<file path="config.mk">
export PLATFORM = sky130hd
export DESIGN_NAME = bcd_display_scanner
export DESIGN_NICKNAME = d
export VERILOG_FILES = /design/src/rtl/bcd_display_scanner.sv
export SDC_FILE = /design/constraint.sdc
export NUM_CORES = 1
export LEC_CHECK = 0
export ABC_AREA = 1
export BUFFER_PORTS_ARGS = -buffer_cell sky130_fd_sc_hd__buf_2
export CORE_MARGIN = 1.5
export CORE_UTILIZATION = 50
export CTS_CLUSTER_SIZE = 20
export DETAILED_ROUTE_END_ITERATION = 8
export PLACE_DENSITY = 0.77
export REMOVE_ABC_BUFFERS = 1
export SKIP_LAST_GASP = 1
export SLEW_MARGIN = 20
export SYNTH_ARGS = -nofsm -noshare
export SYNTH_HDL_FRONTEND = slang
export SYNTH_SLANG_ARGS = --single-unit
</file>
<file path="constraint.sdc">
create_clock -name clk -period 2.9 [get_ports clk]
set_clock_uncertainty 0.1 [all_clocks]
set_input_delay 0 -clock clk [delete_from_list [all_inputs] [get_ports clk]]
set_output_delay 0 -clock clk [all_outputs]
set_load 0.005 [all_outputs]
</file>
<file path="src/rtl/bcd_display_scanner.sv">
// Multiplexed 7-segment BCD display scanner with frame-synchronous snapshot,
// leading-zero blanking and PWM brightness gating of the digit drives.
module bcd_display_scanner #(
  parameter int NUM_DIGITS   = 6,
  parameter int PRESCALE     = 1024,
  parameter int BRIGHT_WIDTH = 3
) (
  input  logic                          clk,
  input  logic                          rst_n,
  input  logic                          en,
  input  logic [4*NUM_DIGITS-1:0]       digits_in,
  input  logic [NUM_DIGITS-1:0]         dp_in,
  input  logic [BRIGHT_WIDTH-1:0]       brightness,
  input  logic                          lz_blank,
  output logic [6:0]                    led_out,
  output logic                          dp_out,
  output logic [NUM_DIGITS-1:0]         digit_sel,
  output logic [$clog2(NUM_DIGITS)-1:0] digit_index,
  output logic                          frame_start
);

  localparam int IW  = $clog2(NUM_DIGITS);
  localparam int PW  = $clog2(PRESCALE);
  localparam int SUB = PRESCALE >> BRIGHT_WIDTH;

  function automatic logic [6:0] seg7(input logic [3:0] code);
    case (code)
      4'd0:    seg7 = 7'h7E;
      4'd1:    seg7 = 7'h30;
      4'd2:    seg7 = 7'h6D;
      4'd3:    seg7 = 7'h79;
      4'd4:    seg7 = 7'h33;
      4'd5:    seg7 = 7'h5B;
      4'd6:    seg7 = 7'h5F;
      4'd7:    seg7 = 7'h70;
      4'd8:    seg7 = 7'h7F;
      4'd9:    seg7 = 7'h7B;
      default: seg7 = 7'h01;
    endcase
  endfunction

  logic [PW-1:0]           p, p_nxt, sub_phase;
  logic [IW-1:0]           idx_nxt;
  logic [4*NUM_DIGITS-1:0] snap_d, snap_d_nxt;
  logic [NUM_DIGITS-1:0]   snap_dp, snap_dp_nxt;
  logic [NUM_DIGITS-1:0]   lead_zero, onehot;
  logic                    zero_run, frame_nxt, gate, lead_act, cur_dp;
  logic [3:0]              cur_code;
  logic [6:0]              led_nxt;
  logic                    dp_nxt;
  logic [NUM_DIGITS-1:0]   sel_nxt;

  // Next-state: outputs are registered from these values so they line up
  // with the p/digit_index they describe in the same cycle.
  always_comb begin
    p_nxt       = p;
    idx_nxt     = digit_index;
    snap_d_nxt  = snap_d;
    snap_dp_nxt = snap_dp;
    frame_nxt   = 1'b0;
    if (!en) begin
      snap_d_nxt  = digits_in;
      snap_dp_nxt = dp_in;
    end else if (p == PW'(PRESCALE - 1)) begin
      p_nxt = '0;
      if (digit_index == IW'(NUM_DIGITS - 1)) begin
        idx_nxt     = '0;
        frame_nxt   = 1'b1;
        snap_d_nxt  = digits_in;
        snap_dp_nxt = dp_in;
      end else begin
        idx_nxt = digit_index + IW'(1);
      end
    end else begin
      p_nxt = p + PW'(1);
    end
  end

  always_comb begin
    zero_run  = 1'b1;
    lead_zero = '0;
    for (int k = NUM_DIGITS - 1; k >= 0; k--) begin
      zero_run     = zero_run & (snap_d_nxt[4*k +: 4] == 4'd0);
      lead_zero[k] = zero_run;
    end
    cur_code = 4'd0;
    cur_dp   = 1'b0;
    lead_act = 1'b0;
    onehot   = '0;
    for (int k = 0; k < NUM_DIGITS; k++) begin
      if (idx_nxt == IW'(k)) begin
        cur_code  = snap_d_nxt[4*k +: 4];
        cur_dp    = snap_dp_nxt[k];
        lead_act  = lead_zero[k] && (k != 0);
        onehot[k] = 1'b1;
      end
    end
    sub_phase = p_nxt / PW'(SUB);
    gate      = (sub_phase <= PW'(brightness));
    led_nxt   = '0;
    dp_nxt    = 1'b0;
    sel_nxt   = '0;
    if (en) begin
      led_nxt = (lz_blank && lead_act) ? 7'h00 : seg7(cur_code);
      dp_nxt  = cur_dp;
      sel_nxt = gate ? onehot : '0;
    end
  end

  always_ff @(posedge clk) begin
    if (!rst_n) begin
      p           <= '0;
      digit_index <= '0;
      snap_d      <= '0;
      snap_dp     <= '0;
      led_out     <= '0;
      dp_out      <= 1'b0;
      digit_sel   <= '0;
      frame_start <= 1'b0;
    end else begin
      p           <= p_nxt;
      digit_index <= idx_nxt;
      snap_d      <= snap_d_nxt;
      snap_dp     <= snap_dp_nxt;
      led_out     <= led_nxt;
      dp_out      <= dp_nxt;
      digit_sel   <= sel_nxt;
      frame_start <= frame_nxt;
    end
  end

endmodule

</file>
==> results of run 1 <==
kinds of logic after synthesis:
logic type,count (synthesis)
simple gates,205
compound gates,41
fa+ha+maj,9
mux,13
xor+xnor,3
flops,58
buf+inv,59
per-stage QoR:
stage / utilization, % / instances / setup TNS [ps]
2_1_floorplan: - / 378 / -543
3_3_place_gp: 59.9 / 520 / 0
3_5_place_dp: 59.9 / 520 / 0
4_1_cts: 69.2 / 570 / 0
5_1_grt: 72.4 / 575 / -834
6_report: 72.4 / 575 / 0
final cells by class:
cell class	instances	area, µm²
Multi-Input combinational cell	271	1610
Fill cell	413	1530
Sequential cell	58	1170
Timing Repair Buffer	109	785
Inverter	49	189
Clock buffer	10	138
Tap cell	72	90.1
Clock inverter	6	32.5
routing by layer:
| metal | share of wire, % | up-vias |
|---|---|---|
| li1 | - | 1444 |
| met4 | 3.3 | 0 |
| met1 | 43 | 1265 |
| met3 | 4.7 | 21 |
| met5 | 0 | - |
| met2 | 49 | 84 |
cell usage in the layout (no fill, tap or decap), drive strengths merged, types with 2 or more instances in the layout:
master       netlist  final
buf                6     75
nand4              2      2
nand2             86     86
o21ai             15     15
nor2              78     78
mux2i             11     11
nand3             29     29
nor3b              3      3
ha                 9      9
dlygate4sd3        0     34
a21oi             17     17
nor4               2      2
dfxtp             58     58
mux2               2      2
clkinv             0      6
clkbuf             4     10
o22ai              3      3
or2                3      3
xor2               2      2
inv               49     48
power by group:
group	internal (W)	switching [W]
Combinational	0.000128	0.000146
Clock	0.000324	0.000328
Sequential	0.000832	0.0000116
worst max-delay path, delay by kind of cell, from the launching register on:
| family | cells | cell delay, ps |
|---|---|---|
| fa+ha+maj | 2 | 440 |
| compound gates | 5 | 740 |
| flops | 1 | 380 |
| buf+inv | 3 | 240 |
| simple gates | 8 | 860 |
what timing repair did:
| action | 4_1_cts | 5_1_grt |
|---|---|---|
| pin swaps | 0 | 18 |
| endpoints found under the setup margin | 2 | 9 |
| resized for setup | 1 | 37 |
| buffers inserted | 0 | 5 |
| hold buffers | 34 | 0 |
| endpoints found under the hold margin | 38 | 0 |
sequential cells by signal, indices dropped and copies added (netlist names):
signal and flops:
snap_d 24, p 10, led_out 7, digit_sel 6, snap_dp 6, digit_index 3, dp_out 1, frame_start 1
worst max path at each step:
| stage | startpoint | end | slack [ps] | depth (start not counted) |
|---|---|---|---|---|
| global route | p[0]$_SDFFE_PN0P_ | led_out[3]$_SDFF_PP0_ | -170 | 18 |
| finish | p[0]$_SDFFE_PN0P_ | led_out[3]$_SDFF_PP0_ | 30 | 18 |
| detailed placement | p[0]$_SDFFE_PN0P_ | led_out[5]$_SDFF_PP0_ | 10 | 18 |
| CTS | p[0]$_SDFFE_PN0P_ | led_out[5]$_SDFF_PP0_ | 20 | 21 |
| global placement | p[0]$_SDFFE_PN0P_ | led_out[5]$_SDFF_PP0_ | 60 | 18 |
| floorplan | p[0]$_SDFFE_PN0P_ | led_out[3]$_SDFF_PP0_ | -200 | 17 |
==> results by group, run 1 <==
Outcome
  – Status: completed

Clock tree
  – Reg clk slew, reported paths: around 70 ps
  – CTS tree: yes
  – Clock Tree Buf Depth: 2
  – CTS sink cnt: 58
  – Skew-Pair Late Insertion Delay: between 300 and 400 ps
  – H-tree depth: 3
  – Root buf cell: clkbuf_8
  – Number of buffers created by CTS: 9

Finish
  – P&R area growth vs syn: 38.8%
  – Share of cells above drive strength 1: 29.4%
  – Antenna Cells: 0
  – Layout Nets: 544
  – Final instance area: 4010 µm²

Power
  – Pwr Total: around 0.0018 W
  – PwrDens: 441 nW/µm²
  – VDD IR-drop max: 358 µV
  – Leakage power: slightly below 2 nW

Global routing
  – Met2 GRT Util: 39.8%
  – GRT met3 Usage: 5.98%
  – GRT Util Overall: 24.0%
  – Number of global-route vias before repair: 2701
  – GR Overflow Total: 0
  – Met1 GRT Util: 28.2%
  – Largest net degree at the start of global routing: 40
  – Global-route wire length before repair: 11.5 mm
  – Antenna violations before repair: 0
  – GRT busiest layer: met2

Min path
  – Hold-critical path endpoint: led_out[1]$_SDFF_PP0_
  – Hold Path Class: in -> reg
  – Worst Hold Depth: 6
  – HP Start: lz_blank

Yosys
  – Yosys reg bits: just under 60
  – Most common cell in the synthesized netlist: nand2_1
  – Post-synthesis adder-cell area fraction: 3.90%
  – Largest cells by area after synthesis: dfxtp_1 40%, nand2_1 10%, nor2_1 8.8%
  – Combinational family with the most area after synthesis: simple AND/OR/NAND/NOR gates
  – Distinct cells, synth: 43
  – Synth Area in Simple Gates: 33.3%
  – Ys Warns: 0
  – Share of flip-flops with an asynchronous set or reset: 0%
  – Post-synth top cells: 78 x nand2_1, 68 x nor2_1, 58 x dfxtp_1
  – Post-synthesis sequential area ratio: 40.2%
  – EDFF count, synth: 0
  – Predominant post-synthesis flop cell: dfxtp_1
  – Multiplexer share of the synthesized area: 4.59%
  – Synth area leader: dfxtp_1
  – Yosys top cell area share: 40.2%
  – Synthesized area: 2890 µm²
  – Syn Area/Cell: 7.45 µm²
  – Synth Area in Compound Gates: under 10%
  – Gate Count Post-Synth: about 390
  – Post-Synth XOR/XNOR Area: 0.909%

Die
  – DIE WIDTH: 79.0 µm
  – Site Rows: 27
  – Initial Util: ~52%
  – Total core area: 5540 µm²
  – I/O pins: 55
  – Die Height: 79.0 µm
  – Die Area: 6240 µm²

Timing
  – Final worst-path setup slack: 27.1 ps
  – Final hold slack: ~75 ps
  – Final Hold Fails: 0
  – Min cycle time layout: 2870 ps
  – Unrepaired setup endpoints after global routing: true
  – Final clock period utilization by the worst path: between 90 and 100%
  – Max Clk Rate: 348 MHz
  – Worst slew margin: 63.0%
  – Slew Limit Fails: 0
  – # setup viols final: 0
  – Worst-margin pin slew: around 550 ps

Placed design
  – DP Wirelength: between 4 and 5 mm
  – Quantity of I/O buffers inserted on ports: 54
  – DP Area: 3320 µm²
  – Routability Congestion: 0.940
  – Worst slack, placed: 14.6 ps

Flow run
  – MaxCap Viol Count: 0

Drt
  – DR WL/cell: 12.6 µm
  – Initial drt markers: 93
  – Drt pass-1 iters: 4
  – Routed wire length: 7.26 mm
  – Post-route DRC: 0
  – Vias post-DR: 2814
  – DRT antenna net count: 0
  – Vias per inst: 4.89

Setup path
  – Crit. End Element: flop
  – Worst path max stage delay: between 300 and 400 ps
  – Critical path peak fanout: 7
  – FF-to-FF End: led_out[3]$_SDFF_PP0_
  – WP data arrival: ~3000 ps
  – Worst Path Required: 3040 ps
  – Worst path cell trace: ha_4, nand3_4, nor2_4, nand4_4, a21oi_4, nand3_2, inv_2, nand2_2, o21ai_2, o2111ai_2, o21ai_1, inv_1, ha_4, inv_2, nand3_2, nand2_2, a21oi_2, nor2_1
  – Setup slack, reg-to-reg: roughly 27 ps
  – RR Startpoint: p[0]$_SDFFE_PN0P_
  – Depth of the worst register-to-register path: 18
  – CP max stage cell: dfxtp_2
  – CP startpoint kind: flop
  – CP Class: reg -> reg
Note: power is estimated with default switching activity, not from simulation.
==> run 2, diff against run 1 <==
==> constraint.sdc (replaced) <==
create_clock -name clk -period 2.9 [get_ports clk]
set_clock_uncertainty 0.1 [all_clocks]
set_input_delay 0.29 -clock clk [delete_from_list [all_inputs] [get_ports clk]]
set_output_delay 0.29 -clock clk [all_outputs]
set_load 0.005 [all_outputs]
==> run 2 against run 1 <==
First-iteration DRC count up 43%; total power up 6.0%; critical path type unchanged; worst hold slack better by 44 ps; global-route usage down 0.99 points; final cell count down 5.0%; core utilization down 4.8 points; fmax up 5.3%; clock power up 23%; sequential share of layout area up 2.1 points; flip-flop and latch count unchanged; critical path depth up 2.
==> results by group, run 2 (same netlist as run 1, synthesis figures left out) <==
Global routing
  – GRT Util Overall: 23.0% (-0.99 points)
  – Met2 GRT Util: 39.4% (-0.43 points)
  – Antenna violations before repair: 0 (unchanged)
  – GRT met3 Usage: 6.78% (+0.80 points)
  – GRT busiest layer: met2
  – Largest net degree at the start of global routing: 28 (-30%)
  – GR Overflow Total: 0 (unchanged)
  – Met1 GRT Util: 27.4% (-0.83 points)
  – Global-route wire length before repair: 11.2 mm (-3.1%)
  – Number of global-route vias before repair: 2553 (-5.5%)

Timing
  – Final clock period utilization by the worst path: 94.1% (-5.0 points)
  – Final hold slack: 120 ps (+44.3 ps)
  – # setup viols final: 0 (unchanged)
  – Unrepaired setup endpoints after global routing: true
  – Worst slew margin: 69.5% (+6.5 points)
  – Slew Limit Fails: 0 (unchanged)
  – Worst-margin pin slew: 453 ps (-96.9 ps)
  – Final Hold Fails: 0 (unchanged)
  – Max Clk Rate: 366 MHz (+5.3%)
  – Min cycle time layout: 2730 ps (-144 ps)

Min path
  – Hold Path Class: in -> reg
  – HP Start: dp_in[3]
  – Worst Hold Depth: 3 (-3)
  – Hold-critical path endpoint: snap_dp[3]$_SDFF_PN0_

Drt
  – Drt pass-1 iters: 4 (unchanged)
  – Vias post-DR: 2698 (-4.1%)
  – DRT antenna net count: 0 (unchanged)
  – Post-route DRC: 0 (unchanged)
  – Initial drt markers: 133 (+43%)
  – Routed wire length: 6.88 mm (-5.3%)
  – Vias per inst: 4.94 (+0.97%)
  – DR WL/cell: 12.6 µm (-0.27%)

Flow run
  – MaxCap Viol Count: 0 (unchanged)

Setup path
  – Worst Path Required: 3030 ps (about the same)
  – Depth of the worst register-to-register path: 20 (+2)
  – Most frequent CP cell: inv_1
  – Worst path cell trace: ha_4, nand3_1, nor2_2, nand3_4, buf_6, nand3_1, nand2_1, inv_1, o22ai_2, o21ai_2, o2111ai_2, o21ai_1, inv_1, ha_1, inv_2, nand3_2, nand2_2, nand2_1, inv_1, nor2_1
  – Critical path peak fanout: 6 (-1)
  – FF-to-FF End: led_out[5]$_SDFF_PP0_
  – WP data arrival: 2850 ps (-170 ps)
  – RR Startpoint: p[0]$_SDFFE_PN0P_
  – CP max stage cell: dfxtp_4
  – Worst path max stage delay: 370 ps (about the same)
  – CP Class: reg -> reg
  – Crit. End Element: flop
  – Setup slack, reg-to-reg: 170 ps (+140 ps)
  – CP startpoint kind: flop

Die
  – Site Rows: 27 (unchanged)
  – Initial Util: 52.1% (unchanged)
  – Die Area: 6240 µm² (unchanged)
  – Total core area: 5540 µm² (unchanged)
  – I/O pins: 55 (unchanged)
  – DIE WIDTH: 79.0 µm (unchanged)
  – Die Height: 79.0 µm (unchanged)

Clock tree
  – Skew-Pair Late Insertion Delay: 340 ps (about the same)
  – Clock Tree Buf Depth: 2 (unchanged)
  – Root buf cell: clkbuf_8
  – H-tree depth: 3 (unchanged)
  – CTS tree: yes
  – Hold Buf Count CTS: 0 (-100%)
  – Reg clk slew, reported paths: 60 ps (about the same)
  – Number of buffers created by CTS: 9 (unchanged)
  – CTS sink cnt: 58 (unchanged)

Finish
  – Largest Register: snap_d
  – Max reg flops: 24 (unchanged)
  – Top flop regs: snap_d x24, p x10, led_out x7
  – Share of cells above drive strength 1: 32.1% (+2.6 points)
  – P&R area growth vs syn: 29.5%
  – Antenna Cells: 0 (unchanged)
  – Most frequent cells in the layout: 74 x nand2_1, 67 x nor2_1, 55 x dfxtp_1, 54 x buf_2, 40 x inv_1
  – Final core occ: 67.5% (-4.8 points)
  – Commonest non-fill, non-tap cell in the layout: nand2_1
  – Layout Nets: 516 (-5.1%)

Outcome
  – Status: completed

Power
  – PwrDens: 501 nW/µm² (+14%)
  – Leakage power: 1.85 nW (-5.5%)
  – VDD IR-drop max: 461 µV (+29%)

Placed design
  – DP Wirelength: 4.78 mm (+2.8%)
  – Routability Congestion: 0.945 (+0.53%)
  – Quantity of I/O buffers inserted on ports: 54 (unchanged)
run 2: cell count changes in the layout (fill, tap and decap cells not counted), sizes merged:
cell	change
clkinvlp	+1
inv	+1
buf	+6
dlygate4sd3	-34
bufinv	+2
clkinv	-5
run 2: power breakdown:
part / internal [W] / leakage (nW) / switching, W
Clock: 0.000477 / 0.0984 / 0.000322
Sequential: 0.000832 / 0.477 / 0.0000115
Combinational: 0.0000980 / 1.27 / 0.000136
run 2: worst max-delay path by stage:
stage,slack (ps),cells after the start,startpoint,to
after floorplan,-200,17,p[0]$_SDFFE_PN0P_,led_out[3]$_SDFF_PP0_
after global placement,110,18,p[0]$_SDFFE_PN0P_,led_out[5]$_SDFF_PP0_
after detailed placement,-7,20,p[0]$_SDFFE_PN0P_,led_out[3]$_SDFF_PP0_
after CTS,10,20,p[0]$_SDFFE_PN0P_,led_out[5]$_SDFF_PP0_
after global routing,-20,20,p[0]$_SDFFE_PN0P_,led_out[5]$_SDFF_PP0_
final,170,20,p[0]$_SDFFE_PN0P_,led_out[5]$_SDFF_PP0_
run 2: routing by layer:
| layer | share of wire [%] | vias to the layer above |
|---|---|---|
| li1 | - | 1394 |
| met1 | 44 | 1230 |
| met2 | 49 | 62 |
| met3 | 5.5 | 12 |
| met4 | 1.7 | 0 |
| met5 | 0 | - |
run 2: critical path, delay by kind of cell, from the launching register on:
family / cells / cell delay, ps
flops: 1 / 370
compound gates: 4 / 440
simple gates: 9 / 790
fa+ha+maj: 2 / 450
buf+inv: 5 / 460
run 2: layout make-up:
cell class,instances,area [µm²]
flip-flops and latches,58,1170
fillers,460,1800
repair buffers,81,493
multi-input cells,271,1600
well taps,72,90.1
clock buffers,10,128
clock inverters,5,80.1
inverters,49,186
run 2: what timing repair did:
item,4_1_cts,5_1_grt
pin swaps,1,7
cloned,0,0
setup endpoints to repair,4,13
gates resized for setup,5,33
setup buffers,1,9
run 2: through the flow:
step / instance area [µm²] / TNS [ps] / total power [W] / instances / worst slack, ps
finish: 3740 / 0 / 0.00188 / 546 / 171
global route: 3740 / -24.2 / 0.00195 / 546 / -18.6
floorplan: 2830 / -543 / 0.000986 / 378 / -200
global placement: 3330 / 0 / 0.00106 / 521 / 106
detailed placement: 3330 / -7.28 / 0.00107 / 521 / -7.11
CTS: 3550 / 0 / 0.00186 / 537 / 10.6
==> run 3, diff against run 2 <==
--- a/config.mk
+++ b/config.mk
@@ -6,7 +6,7 @@
 export NUM_CORES = 1
 export LEC_CHECK = 0
 export ABC_AREA = 1
-export BUFFER_PORTS_ARGS = -buffer_cell sky130_fd_sc_hd__buf_2
+export BUFFER_PORTS_ARGS = -buffer_cell sky130_fd_sc_hd__clkbuf_2
 export CORE_MARGIN = 1.5
 export CORE_UTILIZATION = 50
 export CTS_CLUSTER_SIZE = 20
==> constraint.sdc (replaced) <==
create_clock -name clk -period 2.9 [get_ports clk]
set_clock_uncertainty 0.1 [all_clocks]
set_input_delay 0.29 -clock clk [delete_from_list [all_inputs] [get_ports clk]]
set_output_delay 0.29 -clock clk [all_outputs]
set_load 0.1 [all_outputs]
==> run 3 against run 2 <==
Via count down 1.9%; highest routed layer unchanged; largest cell class unchanged; first-iteration DRC count down 22%; worst setup slack worse by 73 ps; combinational power up 17%; core utilization down 1.3 points; fmax down 2.6%; clock-buffer cell count up 4; largest power group unchanged.
==> results by group, run 3 (same netlist as run 1, synthesis figures left out) <==
Outcome
  – Status: completed

Finish
  – # fillers: 491 (+6.7%)
  – Commonest non-fill, non-tap cell in the layout: nand2_1
  – Top flop regs: snap_d x24, p x10, led_out x7
  – P&R area growth vs syn: 27.1%
  – Antenna Cells: 0 (unchanged)
  – Final core occ: 66.3% (-1.3 points)
  – Most frequent cells in the layout: 76 x nand2_1, 67 x nor2_1, 56 x dfxtp_1, 54 x clkbuf_2, 41 x inv_1
  – Largest Register: snap_d
  – Layout Nets: 511 (-0.97%)
  – Max reg flops: 24 (unchanged)
  – Non-filler cells, final: 541 (-0.92%)
  – Share of cells above drive strength 1: 29.4% (-2.6 points)

Timing
  – Final worst-path setup slack: 98.1 ps (-73.0 ps)
  – Final Hold Fails: 0 (unchanged)
  – Worst-margin pin slew: 543 ps (+89.9 ps)
  – Max Clk Rate: 357 MHz (-2.6%)
  – # setup viols final: 0 (unchanged)
  – Unrepaired setup endpoints after global routing: true
  – Min cycle time layout: 2800 ps (+73.0 ps)
  – Worst slew margin: 63.9% (-5.6 points)
  – Final clock period utilization by the worst path: 96.6% (+2.5 points)
  – Slew Limit Fails: 0 (unchanged)

Flow run
  – MaxCap Viol Count: 0 (unchanged)

Die
  – Die Height: 79.0 µm (unchanged)
  – Initial Util: 52.1% (unchanged)
  – I/O pins: 55 (unchanged)
  – Die Area: 6240 µm² (unchanged)
  – DIE WIDTH: 79.0 µm (unchanged)
  – Total core area: 5540 µm² (unchanged)
  – Site Rows: 27 (unchanged)

Clock tree
  – CTS sink cnt: 58 (unchanged)
  – H-tree depth: 3 (unchanged)
  – Reg clk slew, reported paths: 60 ps (about the same)
  – Skew-Pair Late Insertion Delay: 340 ps (about the same)
  – Hold Buf Count CTS: 0 (unchanged)
  – CTS tree: yes
  – Clock Tree Buf Depth: 2 (unchanged)
  – Number of buffers created by CTS: 9 (unchanged)
  – Root buf cell: clkbuf_8

Setup path
  – CP startpoint kind: flop
  – Worst Path Required: 3030 ps (about the same)
  – Crit. End Element: flop
  – Critical path peak fanout: 6 (unchanged)
  – WP data arrival: 2930 ps (+80 ps)
  – CP Class: reg -> reg

Global routing
  – Largest net degree at the start of global routing: 40 (+43%)
  – GRT Util Overall: 22.5% (-0.52 points)
  – Antenna violations before repair: 0 (unchanged)
  – Global-route wire length before repair: 11.0 mm (-1.7%)
  – Number of global-route vias before repair: 2562 (+0.35%)
  – GR Overflow Total: 0 (unchanged)

Drt
  – Routed wire length: 6.48 mm (-5.8%)
  – Post-route DRC: 0 (unchanged)
  – Drt pass-1 iters: 4 (unchanged)
  – Vias per inst: 4.89 (-1.0%)
  – DRT antenna net count: 0 (unchanged)
  – DR WL/cell: 12.0 µm (-4.9%)
  – Initial drt markers: 104 (-22%)
  – Vias post-DR: 2646 (-1.9%)

Placed design
  – Quantity of I/O buffers inserted on ports: 54 (unchanged)
  – Routability Congestion: 0.936 (-1.0%)
  – Worst slack, placed: -8.08 ps (-0.976 ps)
  – Inst Count DP: 519 (-0.38%)
  – DP Wirelength: 4.65 mm (-2.6%)

Power
  – VDD IR-drop max: 339 µV (-27%)
  – Pwr Total: 0.00193 W (+3.0%)
  – PwrDens: 526 nW/µm² (+5.0%)
  – Leakage power: 1.83 nW (-0.99%)

Min path
  – Hold Path Class: in -> reg
run 3: changes by cell type in the layout (fill, tap and decap cells not counted), moves of 2 or more:
cell | before | now
clkbuf_8 | 9 | 14
clkinvlp_4 | 2 | 0
buf_2 | 54 | 0
o21ai_1 | 6 | 8
nand2_2 | 9 | 7
buf_4 | 24 | 20
nand2_1 | 74 | 76
clkbuf_2 | 0 | 54
buf_6 | 2 | 0
o21ai_2 | 3 | 1
run 3: final timing paths:
| kind | from | endpoint | slack [ps] | depth (start not counted) |
|---|---|---|---|---|
| max | p[1]$_SDFFE_PN0P_ | led_out[3]$_SDFF_PP0_ | 100 | 17 |
| min | digits_in[6] | snap_d[6]$_SDFF_PN0_ | 110 | 3 |
| max reg2reg | p[1]$_SDFFE_PN0P_ | led_out[3]$_SDFF_PP0_ | 100 | 17 |
| min reg2reg | snap_d[6]$_SDFF_PN0_ | snap_d[6]$_SDFF_PN0_ | 390 | 2 |
run 3: per-layer routing:
layer	vias to the layer above	track usage [%]	share of wire [%]	routed length, µm
li1	1380	-	-	-
met1	1194	27.6	46	3000
met2	59	37.6	47	3060
met3	13	5.40	4.7	305
met4	0	9.12	1.8	118
met5	-	0	0	0
run 3: area by class of cell:
class                           count  area (µm²)  share of cell area (%)
Multi-Input combinational cell    271        1550                    42.2
Sequential cell                    58        1160                    31.7
Timing Repair Buffer               76         460                    12.5
Clock buffer                       14         193                    5.25
Inverter                           49         186                    5.08
Tap cell                           72        90.1                    2.45
Clock inverter                      1        30.0                   0.818
run 3: worst max-delay path, cell delays in order (launching register included):
cell and delay (ps):
dfxtp_2 370, ha_4 160, nand3_4 90, nor2_4 200, nand4_4 170, a21oi_4 300
inv_4 90, nor2_4 130, inv_2 70, or2_0 220, nand3_2 100, nor2_4 60
ha_1 280, inv_1 40, nand3_1 100, nand2_1 70, a21oi_2 110, nor2_1 50
run 3: timing repair:
action	4_1_cts	5_1_grt
setup buffers	0	7
gates resized for setup	2	21
setup endpoints to repair	4	13
pin swaps	0	9
run 3: power by group:
part | leakage, nW | switching [W] | internal [W] | total (W)
combinational | 1.24 | 0.000183 | 0.0000912 | 0.000274
clock | 0.115 | 0.000306 | 0.000509 | 0.000816
sequential | 0.476 | 0.0000109 | 0.000832 | 0.000843
run 3: per-stage QoR:
| step | hold slack, ps | instance area, µm² | setup TNS (ps) |
|---|---|---|---|
| 2_1_floorplan | 316 | 2830 | -4430 |
| 3_5_place_dp | 379 | 3330 | -14.0 |
| 3_3_place_gp | 361 | 3330 | 0 |
| 5_1_grt | 135 | 3670 | -509 |
| 4_1_cts | 96.8 | 3550 | 0 |
| 6_report | 106 | 3670 | 0 |
